<file path="src/rtl/move_controller.sv">
// Tic-tac-toe move controller: cursor navigation, move commit strobe, turn tracking.
// Optional per-turn forfeit timer enabled by defining MOVE_TIMEOUT_EN.
module move_controller #(
   parameter int unsigned TIMEOUT_CYCLES = 1000
) (
   input  logic        clk,
   input  logic        rst,
   input  logic        start,
   input  logic        btn_up,
   input  logic        btn_down,
   input  logic        btn_left,
   input  logic        btn_right,
   input  logic        btn_confirm,
   input  logic [17:0] grid_in,
   input  logic        game_over,
   output logic [1:0]  mark,
   output logic [3:0]  position,
   output logic        whosTurn,
   output logic        game_state,
   output logic [3:0]  cursor,
   output logic        reject,
   output logic        timeout,
   output logic [7:0]  move_count
);

   typedef enum logic [2:0] {S_IDLE, S_SELECT, S_COMMIT, S_SETTLE, S_OVER} state_t;

   state_t      state_q, state_d;
   logic        arm_q;
   logic        start_q, up_q, down_q, left_q, right_q, conf_q;
   logic [1:0]  mark_q, mark_d;
   logic [3:0]  pos_q, pos_d;
   logic        whos_q, whos_d;
   logic        gs_q, gs_d;
   logic [3:0]  cursor_q, cursor_d;
   logic        reject_q, reject_d;
   logic        timeout_q, timeout_d;
   logic [7:0]  count_q, count_d;
`ifdef MOVE_TIMEOUT_EN
   logic [31:0] timer_q, timer_d;
`else
   localparam int unsigned unused_timeout_cycles = TIMEOUT_CYCLES;
`endif

   // Edges are masked on the first clock after reset so held levels do not fire.
   logic start_e, up_e, down_e, left_e, right_e, conf_e;
   assign start_e = arm_q & start       & ~start_q;
   assign up_e    = arm_q & btn_up      & ~up_q;
   assign down_e  = arm_q & btn_down    & ~down_q;
   assign left_e  = arm_q & btn_left    & ~left_q;
   assign right_e = arm_q & btn_right   & ~right_q;
   assign conf_e  = arm_q & btn_confirm & ~conf_q;

   function automatic logic [1:0] cell_at(input logic [17:0] g, input logic [3:0] idx);
      logic [17:0] sh;
      sh = g >> {idx, 1'b0};
      return sh[1:0];
   endfunction

   function automatic logic [3:0] move_up(input logic [3:0] c);
      return (c >= 4'd3) ? c - 4'd3 : c + 4'd6;
   endfunction

   function automatic logic [3:0] move_down(input logic [3:0] c);
      return (c <= 4'd5) ? c + 4'd3 : c - 4'd6;
   endfunction

   function automatic logic [3:0] move_left(input logic [3:0] c);
      return (c == 4'd0 || c == 4'd3 || c == 4'd6) ? c + 4'd2 : c - 4'd1;
   endfunction

   function automatic logic [3:0] move_right(input logic [3:0] c);
      return (c == 4'd2 || c == 4'd5 || c == 4'd8) ? c - 4'd2 : c + 4'd1;
   endfunction

   always_comb begin
      state_d   = state_q;
      mark_d    = 2'b00;
      pos_d     = pos_q;
      whos_d    = whos_q;
      cursor_d  = cursor_q;
      reject_d  = 1'b0;
      timeout_d = 1'b0;
      count_d   = count_q;
`ifdef MOVE_TIMEOUT_EN
      timer_d   = timer_q;
`endif
      case (state_q)
         S_IDLE, S_OVER: begin
            if (start_e) begin
               state_d  = S_SELECT;
               whos_d   = 1'b1;
               cursor_d = 4'd4;
               count_d  = 8'd0;
`ifdef MOVE_TIMEOUT_EN
               timer_d  = 32'd0;
`endif
            end
         end
         S_SELECT: begin
`ifdef MOVE_TIMEOUT_EN
            timer_d = timer_q + 32'd1;
`endif
            if (game_over) begin
               state_d = S_OVER;
            end else if (conf_e) begin
               if (cell_at(grid_in, cursor_q) == 2'b00) begin
                  state_d = S_COMMIT;
                  pos_d   = cursor_q;
                  mark_d  = whos_q ? 2'b10 : 2'b01;
`ifdef MOVE_TIMEOUT_EN
                  timer_d = 32'd0;
`endif
               end else begin
                  reject_d = 1'b1;
               end
            end else begin
               if (up_e)         cursor_d = move_up(cursor_q);
               else if (down_e)  cursor_d = move_down(cursor_q);
               else if (left_e)  cursor_d = move_left(cursor_q);
               else if (right_e) cursor_d = move_right(cursor_q);
`ifdef MOVE_TIMEOUT_EN
               if (timer_q >= 32'(TIMEOUT_CYCLES - 1)) begin
                  timeout_d = 1'b1;
                  whos_d    = ~whos_q;
                  timer_d   = 32'd0;
               end
`endif
            end
         end
         S_COMMIT: state_d = S_SETTLE;
         S_SETTLE: begin
            state_d = S_SELECT;
            whos_d  = ~whos_q;
            count_d = (count_q == 8'hFF) ? count_q : count_q + 8'd1;
`ifdef MOVE_TIMEOUT_EN
            timer_d = 32'd0;
`endif
         end
         default: state_d = S_IDLE;
      endcase
      gs_d = (state_d == S_SELECT) || (state_d == S_COMMIT) || (state_d == S_SETTLE);
   end

   always_ff @(posedge clk or negedge rst) begin
      if (!rst) begin
         state_q   <= S_IDLE;
         arm_q     <= 1'b0;
         start_q   <= 1'b0;
         up_q      <= 1'b0;
         down_q    <= 1'b0;
         left_q    <= 1'b0;
         right_q   <= 1'b0;
         conf_q    <= 1'b0;
         mark_q    <= 2'b00;
         pos_q     <= 4'd0;
         whos_q    <= 1'b1;
         gs_q      <= 1'b0;
         cursor_q  <= 4'd4;
         reject_q  <= 1'b0;
         timeout_q <= 1'b0;
         count_q   <= 8'd0;
`ifdef MOVE_TIMEOUT_EN
         timer_q   <= 32'd0;
`endif
      end else begin
         state_q   <= state_d;
         arm_q     <= 1'b1;
         start_q   <= start;
         up_q      <= btn_up;
         down_q    <= btn_down;
         left_q    <= btn_left;
         right_q   <= btn_right;
         conf_q    <= btn_confirm;
         mark_q    <= mark_d;
         pos_q     <= pos_d;
         whos_q    <= whos_d;
         gs_q      <= gs_d;
         cursor_q  <= cursor_d;
         reject_q  <= reject_d;
         timeout_q <= timeout_d;
         count_q   <= count_d;
`ifdef MOVE_TIMEOUT_EN
         timer_q   <= timer_d;
`endif
      end
   end

   assign mark       = mark_q;
   assign position   = pos_q;
   assign whosTurn   = whos_q;
   assign game_state = gs_q;
   assign cursor     = cursor_q;
   assign reject     = reject_q;
   assign timeout    = timeout_q;
   assign move_count = count_q;

endmodule

</file>
<file path="config.mk">
export PLATFORM = sky130hd
export DESIGN_NAME = move_controller
export DESIGN_NICKNAME = d
export VERILOG_FILES = /design/src/rtl/move_controller.sv
export SDC_FILE = /design/constraint.sdc
export NUM_CORES = 1
export LEC_CHECK = 0
export CAP_MARGIN = 20
export CORE_AREA = 3 3 81 83
export DETAILED_ROUTE_END_ITERATION = 10
export DIE_AREA = 0 0 84 86
export GPL_ROUTABILITY_DRIVEN = 1
export PLACE_DENSITY_LB_ADDON = 0.3
export RECOVER_POWER = 100
export SYNTH_ARGS = -nofsm -noshare
export SYNTH_HDL_FRONTEND = slang
export SYNTH_SLANG_ARGS = --single-unit
</file>
<file path="constraint.sdc">
create_clock -name clk -period 2.52 [get_ports clk]
set_input_delay 0.63 -clock clk [delete_from_list [all_inputs] [get_ports clk]]
set_output_delay 0.63 -clock clk [all_outputs]
set_load 0.01 [all_outputs]
</file>
## Yosys cells after proc, flatten, opt, wreduce, memory -nomap -nowiden

Index checks and enable logic that the tools add are counted.

| storage, ports and cells | value |
|---|---|
| input bits | 27 |
| word-level logic and storage cells | 112 |
| flip-flop bits (word level) | 31 |
| output and inout port bits | 22 |

| operators by class | value |
|---|---|
| shifts and indexed selects | 1 |
| reductions and logical operators | 16 |
| bitwise operators | 20 |
| add/sub/neg operators | 9 |
| multiplexer cells | 31 |
| order comparisons | 2 |
| equal/unequal tests | 18 |

Operator list:

| operator | count |
|---|---|
| $mux W4 | 11 |
| $shr A18 B5 Y2 | 1 |
| $mux W8 | 2 |
| $pmux W8 S2 | 1 |
| $and A1 B1 Y1 | 12 |
| $eq A3 B2 Y1 const B | 4 |
| $mux W3 | 4 |
| $pmux W3 S4 | 1 |
| $mux W2 | 5 |
| $add A4 B2 Y4 const B | 2 |
| $add A8 B1 Y8 const B | 1 |
| $eq A4 B2 Y1 const B | 2 |
| $eq A4 B3 Y1 const B | 2 |
| $eq A8 B8 Y1 const B | 1 |
| $ne A2 B2 Y1 const B | 4 |
| $not A1 Y1 | 8 |
| $pmux W4 S2 | 1 |
| $sub A4 B2 Y4 const B | 2 |
| $eq A3 B1 Y1 const B | 2 |
| $logic_or A1 B1 Y1 | 6 |
| $mux W1 | 5 |
| $ne A5 B5 Y1 const B | 1 |
| $reduce_and A5 Y1 | 1 |
| $add A4 B1 Y4 const B | 1 |
| other kinds (16) | 17 |

## Logic depth before layout (Yosys ltp)

Gate-level depths: netlist of run 1.

| depth | value |
|---|---|
| depth in word-level cells | 11 |
| gate-level depth with buffers | 8 |
| mapped depth without buffers | 8 |

## Least setup slack after synthesis of run 1

No wires, ideal clock.

| timing path | value |
|---|---|
| kind | flip-flop to flip-flop |
| from | reg cursor_q[2] (netlist: cursor[2]) |
| to | reg cursor_q[2] (netlist: cursor[2]) |
| setup slack | 388 ps |
| arrival time | 2046 ps |
| path buffers | 0 |
| clock period less this slack | 2132 ps |
| setup time | 86 ps |
| data required time | 2434 ps |
| stages on the path, launching flop included | 9 |
| cell sequence | dfstp_2 -> clkinv_1 -> ha_1 -> nor2b_1 -> nor3_1 -> a21o_1 -> a21oi_1 -> o21ai_0 -> o41a_1 |

| between the ends | value |
|---|---|
| longest elaborated chain between the ends | 11 |
| elaborated cells on any way between the ends | 31 |
| those cells by class | add/sub (8); order compare (2); eq/ne (5); mux (11); reduce/logical (5) |

RTL lines:

| element | line | source |
|---|---|---|
| start, declared | 35 | `logic [3:0] cursor_q, cursor_d;` |
| start signal, assigned | 179 | `cursor_q <= cursor_d;` |
| parallel branches: the longest is 7 deep, another holds $add A4 B1 Y4 | - |  |
| $mux W4 * | 118 | `if (up_e) cursor_d = move_up(cursor_q);` |
| $mux W4 * | 106 | `end else if (conf_e) begin` |
| $mux W4 * | 104 | `if (game_over) begin` |
| $pmux W4 S2 * | 88 | `case (state_q)` |

Mark *: on every way between the ends. The select of a mux whose other input is x is not followed.
A chain may end at the register's enable or synchronous reset.

## Worst setup path in the final report of run 1

| timing path | value |
|---|---|
| from | reg cursor_q[2] (netlist: cursor[2]) |
| to | out cursor[2] |

RTL lines:

| element | line | source |
|---|---|---|
| end, declared | 20 | `output logic [3:0] cursor,` |

No word-level cell between the ends.

==> metrics.txt, run 1 <==
status complete, no violations; RSZ-0062 raised after global routing false; Skew-Pair Late Insertion Delay 280 ps; largest net degree at the start of global routing 32; DP HPWL 3560 µm; min-delay src position[0]; WL met3 304 µm; largest area contributor in the netlist dfrtp_1; Slowest-stage cell, CP dlygate4sd3_1; Cell variety after synth 57; gr usage total 13.8%; CTS root buf clkbuf_8; Setup violations, final 0; Lkg Pwr 1.24 nW; Slew Viols, Final 0; WL/cell 13.3 µm; critical path class reg -> out; Die Wd 84 µm; Inserted Clock Buffers 5; Yosys reg bits 31; asr flop ratio synth 100%; drt pass-1 iters 4; clock sink total 31; Final WS setup 241 ps; Hold Vio Cnt, Final 0; share of the synthesized area in the top cell type 35.6%; RePlAce Congestion 0.923; Final Cycle Share 90.4%; worst-case clock buffer depth 2; fmax 439 MHz; Relative slew margins 48.6%; CP top delay family buffers and inverters; worst slew pin tran 771 ps; slowest stage delay, CP 630 ps; Pwr Density 608 nW/µm²; cell row count 28; FF-to-FF Start cursor[0]; # hold bufs at CTS 0; Final ANT Viol Nets 0; Post CTS Setup Buffer Count 0; antenna violations before repair 0; placed cell count 349; Worst VDD drop 0.323 mV; core area 5920 µm²; Synth area leaders dfrtp_1 36%, ha_1 6.1%, nor2_1 5.9%; vias 1,793; Area Overhead vs Synth 33.3%; Pwr Total 1.65 mW; Overflow after GRT 0; I/O Buffers 47; Routed WL 4750 µm; Initial DRC Count 80; CP Buf/Inv Count 2; Layout Skew 5.93 ps; Most used DFF post-synth dfrtp_1; CTS tree yes; Mapped Cells 221; nets@finish 318; pre-CTS WS 64.6 ps; footprint of the multi-input gates 1140 µm²; DR WL met2 2100 µm; syn nets 258; CP startpoint cursor[2]; layout cells sized above 1 12.1%; # resized after CTS 0; CP startpoint kind flop; design area 2710 µm²; Worst-path clk slew 60 ps; WP data arrival 1650 ps; number of top-level pins 49; number of flops mapped to enable cells by yosys 0; CP max FO 17; met1 WL 2280 µm; Diodes inserted 0; CTS H-tree depth 2; Layout Utilization 45.8%; Setup crit end kind output pin; Synth Area per Inst 9.21 µm²; Placement Cell Area 2660 µm²; most frequent cells after synthesis 32 x nor2_1, 29 x dfrtp_1, 13 x nand2_1, 12 x o21ai_0, 11 x a21oi_1; Warnings, synthesis 0; flop2flop setup slack 270 ps; Hold Slack 497 ps; Reg area 778 µm²; fillers 591; Die ar. 7220 µm²; Cell Count, Final, Fillers Out 357; vias in the first global route 1,710; Seq/Total Area, Yosys 38.2%; most common cell in the netlist nor2_1; hold crit path type reg -> reg; critical path data required time 1890 ps; Cell Chain, Critical Path buf_4 -> dlygate4sd3_1; # DRC 0; first-pass GRT wire length 8090 µm; total negative setup slack 0 ps; Initial Utilization 34.4%; Via density 5.02; Final min period 2280 ps; Die Ht 86 µm; max cap viols 0; max layer used met4; Synth Cell Area 2040 µm²
[registers in the layout, indices dropped and copies added, names as in the netlist]
register / count
reject: 1
left_q: 1
down_q: 1
up_q: 1
position: 4
whosTurn: 1
cursor: 4
right_q: 1
move_count: 8
start_q: 1
conf_q: 1
arm_q: 1
mark: 2
game_state: 1
state_q: 3
[power breakdown]
group | switching [mW] | internal (mW)
combinational | 0.377 | 0.329
sequential | 0.0320 | 0.544
clock | 0.175 | 0.193
total | 0.584 | 1.07
[worst reg2reg max path: stages, from the launching register on]
cell	delay (ps)
dfrtp_1	370
clkbuf_2	250
ha_1	380
or2_2	320
a31oi_1	170
o21ai_0	120
a21oi_1	200
nand3_1	100
o31ai_1	230
[logic make-up (layout without fill, tap and decap cells)]
| family | Yosys count | in the layout | synth area share (%) |
|---|---|---|---|
| compound gates | 54 | 54 | 18.6 |
| xor+xnor | 7 | 7 | 3.01 |
| fa+ha+maj | 10 | 10 | 6.15 |
| buf+inv | 20 | 81 | 4.85 |
| flops | 31 | 31 | 38.2 |
| mux | 8 | 8 | 5.47 |
| other cells | 2 | 2 | 0.369 |
| simple gates | 89 | 89 | 23.3 |
[layer usage]
layer	vias to the layer above	global-route usage [%]
met4	0	4.39
met3	6	3.94
met2	52	21.3
li1	902	-
met1	833	18.6
met5	-	0
[final cells by class]
| cell class | count | share of cell area [%] |
|---|---|---|
| clock buffer | 7 | 2.81 |
| clock inverter | 1 | 0.184 |
| inverter | 9 | 1.24 |
| multi-input combinational | 170 | 42.2 |
| sequential | 31 | 28.7 |
| tap | 75 | 3.46 |
| timing repair buffer | 64 | 21.4 |
[worst paths after layout]
check                               to  depth (start not counted)
min reg2reg                position[0]                          1
max                          cursor[2]                          2
min                        position[0]                          1
max in group asynchronous    cursor[3]                          2
min in group asynchronous      mark[0]                          2
max reg2reg                  cursor[3]                          8
[cell usage in the layout, fill, tap and decap left out, types with 6 or more instances in the layout]
master,n
buf_4,12
nand2_1,13
ha_1,10
a21oi_1,11
dlygate4sd3_1,28
xor2_1,6
nand2b_1,8
nor2_1,32
o21ai_0,12
dfrtp_1,29
clkdlybuf4s50_1,19
nand3_1,6
inv_1,8
Power figures use the tool's default switching activity.
==> inputs of run 2 (changes only) <==
==> constraint.sdc (replaced) <==
create_clock -name clk -period 2.64 [get_ports clk]
set_input_delay 0.66 -clock clk [delete_from_list [all_inputs] [get_ports clk]]
set_output_delay 0.66 -clock clk [all_outputs]
set_load 0.01 [all_outputs]
==> run 2 against run 1 <==
Against the previous run: cell count fell by 1.1%; combinational power shrank 3.5%; core utilization about the same; clock skew shrank 2.3 ps; die area stayed put; non-clock buffer count down 4; critical path type unchanged; via count shrank 0.17%; critical path depth unchanged; clock power increased by 9.8%.
==> metrics.txt, run 2 (synthesis gave the netlist of run 1 again) <==
worst-case clock buffer depth 2 (unchanged); Final Cycle Share 90.6%; Hold Vio Cnt, Final 0 (unchanged); layout cells sized above 1 12.2% (+0.17 points); Lkg Pwr 1.24 nW (+0.23%); fmax 418 MHz; drt pass-1 iters 4 (unchanged); Overflow after GRT 0 (unchanged); status complete, no violations; sequential power share 33.6% (-1.3 points); Inserted Clock Buffers 5 (unchanged); # hold bufs at CTS 0 (unchanged); Layout Skew 3.67 ps (-2.25 ps); vias 1,790 (-0.17%); cell internal pwr 1.07 mW (+0.72%); # resized after CTS 0 (unchanged); gr usage total 13.6% (-0.13 points); hold crit path type reg -> reg; max reg flops 8 (unchanged); Register-to-Register Path Depth 8 (unchanged); cell row count 28 (unchanged); combinational group share of total power 41.7% (-1.1 points); Relative slew margins 50.4% (+1.8 points); Initial DRC Count 150 (+88%); total negative setup slack 0 ps (unchanged); clock sink total 31 (unchanged); Layout Utilization 45.9% (about the same); Final ANT Viol Nets 0 (unchanged); DP HPWL 3610 µm (+1.2%); Via density 5.07 (+0.96%); CP max FO 17 (unchanged); WL/cell 13.4 µm (+0.88%); max cap viols 0 (unchanged); worst slew pin tran 745 ps (-26.6 ps); Diodes inserted 0 (unchanged); CP startpoint kind flop; CTS H-tree depth 2 (unchanged); # DRC 0 (unchanged); CTS tree yes; RePlAce Congestion 0.919 (-0.36%); clock power share 24.7% (+2.4 points); Placement Cell Area 2630 µm² (-1.1%); WP data arrival 1730 ps (+80 ps); largest net degree at the start of global routing 32 (unchanged); Slew Viols, Final 0 (unchanged); Final min period 2390 ps; antenna violations before repair 0 (unchanged); most frequent cells in the layout 32 x nor2_1, 29 x dfrtp_1, 28 x dlygate4sd3_1; Die ar. 7220 µm² (unchanged); Hold Slack 499 ps (+1.64 ps); CTS root buf clkbuf_8; Hold Path Stages 1 (unchanged); critical path data required time 1980 ps (+90 ps); Skew-Pair Late Insertion Delay 280 ps (about the same); vias in the first global route 1,726 (+0.94%); commonest non-fill, non-tap cell in the layout nor2_1; Routed WL 4740 µm (-0.25%); Die Ht 86 µm (unchanged); Initial Utilization 34.4% (unchanged); Area Overhead vs Synth 33.4% (about the same); RSZ-0062 raised after global routing false; nets@finish 314 (-1.3%); switching share of power 34.3% (-1.1 points); Worst VDD drop 0.221 mV (-32%); I/O Buffers 47 (unchanged); Pwr Density 602 nW/µm² (-1.0%); design area 2720 µm² (about the same); Setup violations, final 0 (unchanged); Die Wd 84 µm (unchanged); Psw 0.561 mW (-4.0%); Setup crit end kind output pin; number of top-level pins 49 (unchanged); first-pass GRT wire length 8070 µm (-0.25%); critical path class reg -> out; core area 5920 µm² (unchanged); Post CTS Setup Buffer Count 0 (unchanged); Worst-path clk slew 60 ps (about the same)
[run 2: changes by cell type in the layout (fill, tap and decap cells not counted)]
cell	delta
buf_4	-2
clkbuf_1	-3
clkbuf_8	+2
clkinv_2	-1
nor4_1	-1
nor4_2	+1
[run 2: layout make-up]
class	instances	area [µm²]
Sequential cell	31	778
Timing Repair Buffer	60	559
Fill cell	592	3200
Inverter	9	33.8
Clock buffer	8	100
Tap cell	75	93.8
Multi-Input combinational cell	170	1150
[run 2: worst max-delay path, stage by stage (launching register included)]
cell and delay, ps:
dfstp_2 530, clkbuf_2 310, clkdlybuf4s50_1 600
[run 2: worst paths after layout]
path                                to  slack (ps)   startpoint
setup / recovery             cursor[2]         250    cursor[2]
hold / removal             position[0]         500  position[0]
setup reg to reg             cursor[3]         440    cursor[0]
hold reg to reg            position[0]         500  position[0]
max in group asynchronous         up_q        1190          rst
min in group asynchronous      mark[0]         970          rst
[run 2: power groups by stage]
stage	registers [mW]	clock network [mW]	logic, mW
floorplan	0.573	0	0.437
global placement	0.558	0	0.691
global route	0.555	0.442	0.759
finish	0.549	0.404	0.682
CTS	0.551	0.417	0.699
detailed placement	0.559	0	0.694
[run 2: routing by layer]
metal  GRT usage, %  part of all wire, %  vias up
met5              0                    0        -
met4           2.78                 0.65        0
met3           5.00                  7.5        4
met2           21.3                   46       54
met1           18.2                   45      834
li1               -                    -      898
[run 2: stage by stage]
step	power [mW]	worst slack (ps)	instances
6_report	1.63	247	353
5_1_grt	1.76	133	353
4_1_cts	1.67	366	353
3_5_place_dp	1.25	70.3	345
3_3_place_gp	1.25	77.8	345
2_1_floorplan	1.01	508	221
